$ cat src/rtl/micro_sequence_controller.sv
// Micro-sequence controller: decodes the sequencing field of the current
// microinstruction and issues the command/loadAddress pair to the micro-address
// counter. Holds the subroutine return stack and the single hardware loop counter.

package MicroAddress;
   typedef logic [7:0] Address;
   typedef enum logic [1:0] {
      noneCommand      = 2'd0,
      incrementCommand = 2'd1,
      loadCommand      = 2'd2,
      resetCommand     = 2'd3
   } Command;
   localparam Address addressIncrementStep = 8'd1;
endpackage

module micro_sequence_controller
   import MicroAddress::*;
#(
   parameter int STACK_DEPTH = 4,
   parameter int COUNT_WIDTH = 8,
   parameter int COND_COUNT  = 8
) (
   input  logic                           clock,
   input  logic                           reset,
   input  logic                           stall,
   input  logic [2:0]                     seqOp,
   input  Address                         target,
   input  logic [COUNT_WIDTH-1:0]         countValue,
   input  logic [$clog2(COND_COUNT)-1:0]  condSelect,
   input  logic                           condPolarity,
   input  logic [COND_COUNT-1:0]          conditions,
   input  Address                         currentAddress,
   input  Address                         dispatchAddress,
   input  logic                           dispatchValid,
   output logic                           dispatchReady,
   output Command                         command,
   output Address                         loadAddress,
   output logic                           stackError,
   output logic [$clog2(STACK_DEPTH):0]   stackDepth
);

   localparam int SPW = $clog2(STACK_DEPTH);

   localparam logic [2:0] OP_NEXT     = 3'd0;
   localparam logic [2:0] OP_JUMP     = 3'd1;
   localparam logic [2:0] OP_BRANCH   = 3'd2;
   localparam logic [2:0] OP_CALL     = 3'd3;
   localparam logic [2:0] OP_RETURN   = 3'd4;
   localparam logic [2:0] OP_DISPATCH = 3'd5;
   localparam logic [2:0] OP_LOOP     = 3'd6;
   localparam logic [2:0] OP_SETCNT   = 3'd7;

   Address                  r_stack [STACK_DEPTH];
   logic [SPW:0]            r_sp;
   logic [COUNT_WIDTH-1:0]  r_loop_count;
   logic                    r_stack_error;

   logic                    w_full;
   logic                    w_empty;
   logic [SPW-1:0]          w_top_idx;
   Address                  w_return_addr;
   logic                    w_push;
   logic                    w_pop;
   logic                    w_err_set;
   logic                    w_loop_dec;
   logic                    w_loop_load;

   assign w_full        = (r_sp == (SPW+1)'(STACK_DEPTH));
   assign w_empty       = (r_sp == '0);
   // Low bits of a full pointer are zero, so minus one lands on the last entry.
   assign w_top_idx     = r_sp[SPW-1:0] - SPW'(1);
   assign w_return_addr = currentAddress + addressIncrementStep;

   assign stackDepth = r_sp;
   assign stackError = r_stack_error;

   // Decode the sequencing op into the counter command and the state-update strobes.
   always_comb begin
      command       = noneCommand;
      loadAddress   = '0;
      dispatchReady = 1'b0;
      w_push        = 1'b0;
      w_pop         = 1'b0;
      w_err_set     = 1'b0;
      w_loop_dec    = 1'b0;
      w_loop_load   = 1'b0;
      if (reset) begin
         command = resetCommand;
      end else if (!stall) begin
         case (seqOp)
            OP_NEXT: command = incrementCommand;
            OP_JUMP: begin
               command     = loadCommand;
               loadAddress = target;
            end
            OP_BRANCH: begin
               if (conditions[condSelect] == condPolarity) begin
                  command     = loadCommand;
                  loadAddress = target;
               end else begin
                  command = incrementCommand;
               end
            end
            OP_CALL: begin
               if (!w_full) begin
                  w_push      = 1'b1;
                  command     = loadCommand;
                  loadAddress = target;
               end else begin
                  w_err_set = 1'b1;
                  command   = resetCommand;
               end
            end
            OP_RETURN: begin
               if (!w_empty) begin
                  w_pop       = 1'b1;
                  command     = loadCommand;
                  loadAddress = r_stack[w_top_idx];
               end else begin
                  w_err_set = 1'b1;
                  command   = resetCommand;
               end
            end
            OP_DISPATCH: begin
               // Without a valid entry point, hold the counter and retry next cycle.
               if (dispatchValid) begin
                  command       = loadCommand;
                  loadAddress   = dispatchAddress;
                  dispatchReady = 1'b1;
               end
            end
            OP_LOOP: begin
               if (r_loop_count != '0) begin
                  w_loop_dec  = 1'b1;
                  command     = loadCommand;
                  loadAddress = target;
               end else begin
                  command = incrementCommand;
               end
            end
            OP_SETCNT: begin
               w_loop_load = 1'b1;
               command     = incrementCommand;
            end
            default: command = noneCommand;
         endcase
      end
   end

   // Stack pointer, loop counter and sticky error; entries themselves are never cleared.
   always_ff @(posedge clock) begin
      if (reset) begin
         r_sp          <= '0;
         r_loop_count  <= '0;
         r_stack_error <= 1'b0;
      end else begin
         if (w_push)      r_sp          <= r_sp + (SPW+1)'(1);
         if (w_pop)       r_sp          <= r_sp - (SPW+1)'(1);
         if (w_err_set)   r_stack_error <= 1'b1;
         if (w_loop_dec)  r_loop_count  <= r_loop_count - COUNT_WIDTH'(1);
         if (w_loop_load) r_loop_count  <= countValue;
      end
   end

   // Return-address storage, written at the slot the pointer currently names.
   always_ff @(posedge clock) begin
      if (w_push) r_stack[r_sp[SPW-1:0]] <= w_return_addr;
   end

endmodule

$ cat config.mk
export PLATFORM = sky130hd
export DESIGN_NAME = micro_sequence_controller
export DESIGN_NICKNAME = d
export VERILOG_FILES = /design/src/rtl/micro_sequence_controller.sv
export SDC_FILE = /design/constraint.sdc
export NUM_CORES = 1
export LEC_CHECK = 0
export CORE_ASPECT_RATIO = 0.75
export CORE_MARGIN = 5
export CORE_UTILIZATION = 52
export CTS_BUF_LIST = sky130_fd_sc_hd__clkbuf_16
export DETAILED_ROUTE_END_ITERATION = 10
export GPL_ROUTABILITY_DRIVEN = 0
export PLACE_DENSITY = 0.84
export SYNTH_ARGS = -nofsm -noshare
export SYNTH_HDL_FRONTEND = slang
export SYNTH_SLANG_ARGS = --single-unit
$ cat constraint.sdc
create_clock -name clock -period 4.8 [get_ports clock]
set_clock_uncertainty 0.2 [all_clocks]
set_input_delay 0.48 -clock clock [delete_from_list [all_inputs] [get_ports clock]]
set_output_delay 0.48 -clock clock [all_outputs]
set_load 0.005 [all_outputs]
## After elaboration in Yosys (flattened, before gate mapping)

Memories as Yosys holds them, arrays and structs flattened.
Index checks and enable logic that the tools add are counted.
Widths: inputs -> output; s select.

- Register bits: 12
- RAM bits: 32
- Input bits: 51
- Word-level logic and storage cells: 73
- Memories kept: 1

Memories:

| memory | words | width | read ports | clocked after Yosys merged registers in | write ports | RTL line | source |
|---|---|---|---|---|---|---|---|
| r_stack | 4 | 8 | 1 | 0 | 1 | 53 | `Address r_stack [STACK_DEPTH];` |

- Add/subtract/negate cells: 5
- Magnitude comparators: 1
- Equal/unequal tests: 9
- Mux-type cells: 48
- Reduce and logical (&&, ||, !) cells: 6

Operator list:

| cell | count |
|---|---|
| $mux 8 | 9 |
| $pmux 8 s6 | 1 |
| $mux 1 | 28 |
| $eq 3x3->1 const B | 5 |
| $pmux 2 s7 | 1 |
| $mux 2 | 5 |
| $add 8x1->8 const B | 1 |
| $reduce_bool 8->1 | 1 |
| $sub 8x1->8 const B | 1 |
| $eq 3x2->1 const B | 2 |
| $logic_not 3->1 | 2 |
| $mux 3 | 2 |
| $lt 3x4->1 const B | 1 |
| $reduce_bool 2->1 | 2 |
| $add 3x1->3 const B | 1 |
| $bmux 1 s3 | 1 |
| $eq 3x1->1 const B | 1 |
| $sub 3x1->3 const B | 1 |
| $pmux 1 s2 | 1 |
| $reduce_or 2->1 | 1 |
| $sub 2x1->2 const B | 1 |
| $eq 1x1->1 | 1 |

## Logic depth before layout (Yosys ltp)

- Word-level depth: 7
- Mapped depth: 11
- Mapped depth without buffers: 9

## Worst setup path before layout

OpenSTA, ideal clock, no wires.

- Kind: reg-to-reg
- Start point: register r_sp[0], in the netlist stackDepth[0]
- End point: register r_sp[2], in the netlist stackDepth[2]
- Setup time: 0.070 ns
- Data arrival time: 2.910 ns
- Data required time: 4.530 ns
- Path slack: 1.619 ns
- Cell stages (with the launch flop): 12
- Buffers on the path: 2
- Clock period less this slack: 3.181 ns
- Path through: dfxtp_1 > clkbuf_1 > inv_1 > ha_1 > inv_1 > o21a_1 > clkbuf_1 > nand2_1 > fa_1 > mux2_2 > or3_1 > a21oi_1

- Word-level cells in the longest chain between the ends: 6
- Elaborated cells on any way between the ends: 15
- Those cells by class: add/sub: 2; eq/ne: 1; mux: 10; reduce/logical: 2

RTL lines:

| item | RTL line | source |
|---|---|---|
| from (decl) | 54 | `logic [SPW:0] r_sp;` |
| from (signal assigned) | 157 | `if (w_push) r_sp <= r_sp + (SPW+1)'(1);` |
| from (signal assigned) | 158 | `if (w_pop) r_sp <= r_sp - (SPW+1)'(1);` |
| $eq 3x3->1 / $logic_not 3->1 (equally long branches) | 68, 69 |  |
| $mux 1 (on tied branches) | 105, 115 |  |
| $mux 1 | 90 | `case (seqOp)` |
| $mux 1 | 89 | `end else if (!stall) begin` |
| $mux 1 | 87 | `if (reset) begin` |
| $reduce_bool 2->1 (no source line) / $mux 3 (equally long branches) | -- |  |

Parallel ways exist; a longest one is shown, timed or not. The select of a mux whose other input is x is not followed.
A chain may end at the register's enable or synchronous reset.

## Worst setup path in the final report

- Start point: input port seqOp[1]
- End point: output port loadAddress[5]

- Word-level cells in the longest chain between the ends: 4
- Elaborated cells on any way between the ends: 9
- Those cells by class: eq/ne: 6; mux: 3

RTL lines:

| item | RTL line | source |
|---|---|---|
| from (decl) | 26 | `input logic [2:0] seqOp,` |
| $eq 3x3->1, or another cell as far along | 90 |  |
| $pmux 8 s6 (*) | 90 |  |
| $mux 8 (*) | 89 |  |
| $mux 8 (*) | 87 |  |
| to (decl) | 37 | `output Address loadAddress,` |

Every way passes the cells marked *; elsewhere a longest branch is shown, timed or not.

==> metrics.md <==
| Metric | Value |
|---|---|
| Die Span X | 89.5 um |
| # diodes | 0 |
| Slew @ Worst Pin | 869 ps |
| Hold WC Path Type | reg -> reg |
| Drt wl/cell | 17.3 um |
| Drc violations | 0 |
| Synth warn | 0 |
| H-tree Lvls | 2 |
| DIE AREA | 6240 um2 |
| Post-cts resize count | 0 |
| Max-slew violations | 0 |
| Routed Wire Length | 5.85 mm |
| Largest cells by area after synthesis | edfxtp_1 39%, dfxtp_1 9.7%, mux4_2 8.2% |
| First-pass GRT wire length | 9.63 mm |
| Setup crit end kind | output pin |
| Fin cells | 338 |
| Worst-skew pair later-pin latency | 290 ps |
| Vias/cell | 5.83 |
| Fin crit share | 77.7% |
| TritonCTS buffer count | 5 |
| Seq cells post-synth | 44 |
| Sink Count | 44 |
| Post-synthesis instance total | 217 |
| FILL cells | 303 |
| Number of global-route vias before repair | 1937 |
| Slew margin rel. | 41.6% |
| Initial DRC Count | 156 |
| Power Density | 280 nW/um2 |
| Top sig layer | met4 |
| Final hold vios | 0 |
| TritonRoute pass-1 iters | 4 |
| Crit Path Class | in -> out |
| Max incr delay on CP | 680 ps |
| Met2 wire len | 2.60 mm |
| Max-cap check violation count | 0 |
| Initial antenna violation count | 0 |
| Number of enable flip-flop cells after synthesis | 32 |
| Sequential area share after synthesis | 48.7% |
| PortBufs | 65 |
| DIE HEIGHT | 69.7 um |
| Initial Utilization | 54.6% |
| Cell-by-cell trace of the critical path | clkdlybuf4s50_1 -> nand3_1 -> o21ai_0 -> nor3_1 -> nand2_1 -> o22ai_1 -> clkdlybuf4s50_1 |
| Syn nets | 275 |
| Core area | 4520 um2 |
| Storage element area | 1200 um2 |
| Required time worst endpoint | 4120 ps |
| Top-area cell type share of the netlist area | 38.9% |
| Startpoint Class | input pin |
| Leak | 1.09 nW |
| Layout cell share with drive strength beyond 1 | 8.90% |
| Slowest stage cell, crit path | nor3_1 |
| Fmax | 268 MHz |
| Count leader, synth | edfxtp_1 |
| Synth Cell Area | 2470 um2 |
| CTS tree | yes |
| Worst hold slack | 287 ps |
| Fin crit period | 3730 ps |
| Vias | 1970 |
| Area growth syn-to-layout | 34.7% |
| Post-CTS setup buffer count | 0 |
| Total Routing Usage GR | 20.0% |
| RSZ-0062 raised after global routing | false |
| Max VDD drop | 0.317 mV |
| Routed Antenna Nets | 0 |
| Num rows | 21 |
| Most common cell type on the critical path | clkdlybuf4s50_1 |
| Clock Root Buffer | clkbuf_16 |
| Area occupied by multi-input gates | 1180 um2 |
| Asr flop ratio synth | 0% |
| Status | finished clean |
| Biggest area consumer among synthesized cells | edfxtp_1 |
| M1 WL | 2.59 mm |
| Top Ports | 66 |
| Worst path arrival time | 3050 ps |
| CTS clk-pin slew, worst paths | 60 ps |
| Setup violators final | 0 |
| Final core utilization | 73.5% |
| Post-CTS Hold Buffers | 0 |
| Critical-path maximum fanout | 15 |
| Total grt overflow | 0 |
| Synth Flop Type | edfxtp_1 |
| Most frequent cells after synthesis | 32 x edfxtp_1, 16 x nand2_1, 16 x nor2_1, 12 x dfxtp_1 |
| Largest net degree at the start of global routing | 23 |
| TNS Setup | 0 ps |
| DP Cell Count | 330 |
| Final nets | 338 |
| Hpwl dp | 4.27 mm |
| Netlist cell types | 48 |
| Max clock buf depth | 2 |
| Detail Route met3 WL | 568 um |
| Syn Area/Cell | 11.4 um2 |
## where the power goes
| part | switching [mW] | total, mW | internal [mW] |
|---|---|---|---|
| clock network | 0.135 | 0.377 | 0.242 |
| logic | 0.0615 | 0.136 | 0.0749 |
| registers | 0.00332 | 0.417 | 0.413 |
## registers in the layout (all words and copies together), names as in the netlist
name,count
r_stack,32
stackError,1
r_loop_count,8
stackDepth,3
## kinds of logic (layout without fill, tap and decap cells)
family	after synthesis	after routing	synth area share [%]
buf+inv	21	85	3.50
compound gates	46	46	13.5
simple gates	73	73	15.9
fa+ha+maj	7	7	3.85
flops	44	44	48.7
xor+xnor	12	12	4.26
mux	14	14	10.3
## cell usage in the layout (no fill, tap or decap), types with 2 or more instances in the layout
| cell type | count |
|---|---|
| a21oi_1 | 6 |
| a31oi_1 | 2 |
| dfxtp_1 | 12 |
| a22oi_1 | 8 |
| nand3_1 | 5 |
| inv_1 | 10 |
| and2_1 | 6 |
| nor3b_1 | 2 |
| o21ai_0 | 5 |
| buf_4 | 3 |
| mux4_2 | 9 |
| nor2_1 | 16 |
| clkbuf_16 | 5 |
| nand4_1 | 3 |
| edfxtp_1 | 32 |
| mux2i_1 | 4 |
| or3_1 | 5 |
| xor2_1 | 5 |
| o211ai_1 | 4 |
| o22ai_1 | 7 |
| clkdlybuf4s50_1 | 65 |
| a211oi_1 | 5 |
| ha_1 | 6 |
| xnor2_1 | 7 |
| nor4_1 | 2 |
| nor3_1 | 7 |
| nand2_1 | 16 |
| a311oi_1 | 2 |
## path summary, 6_finish.rpt
| check | start | endpoint | slack, ps | depth (start not counted) |
|---|---|---|---|---|
| max reg2reg | stackDepth[1]$_SDFFE_PP0P_ | stackDepth[2]$_SDFFE_PP0P_ | 2090 | 9 |
| min reg2reg | stackError$_SDFFE_PP0P_ | stackError$_SDFFE_PP0P_ | 290 | 2 |
| min | stackError$_SDFFE_PP0P_ | stackError$_SDFFE_PP0P_ | 290 | 2 |
| max | seqOp[1] | loadAddress[5] | 1070 | 7 |
## metrics by stage
stage          total power [mW]  instance area (um2)  setup slack, ps
2_1_floorplan             0.491                 2470             1620
3_3_place_gp              0.556                 3160             1190
3_5_place_dp              0.559                 3160             1120
4_1_cts                   0.935                 3320             1090
5_1_grt                   0.968                 3320              830
6_report                  0.930                 3320             1070
## cell type report
cell class	count	share of cell area, %
flip-flops and latches	44	36.1
clock inverters	3	1.17
inverters	9	1.02
clock buffers	5	3.77
multi-input cells	152	35.5
repair buffers	68	20.3
well taps	57	2.15
## worst max-delay path: cells and delay by family
family	cells	cell delay, ps
simple gates	3	1060
buf+inv	2	1190
compound gates	2	320
## metal layers
layer	global-route usage [%]	vias up
met5	0	-
met4	8.26	0
met3	4.87	7
met2	27.5	71
met1	29.8	934
li1	-	958
(Power assumes the default switching activity.)
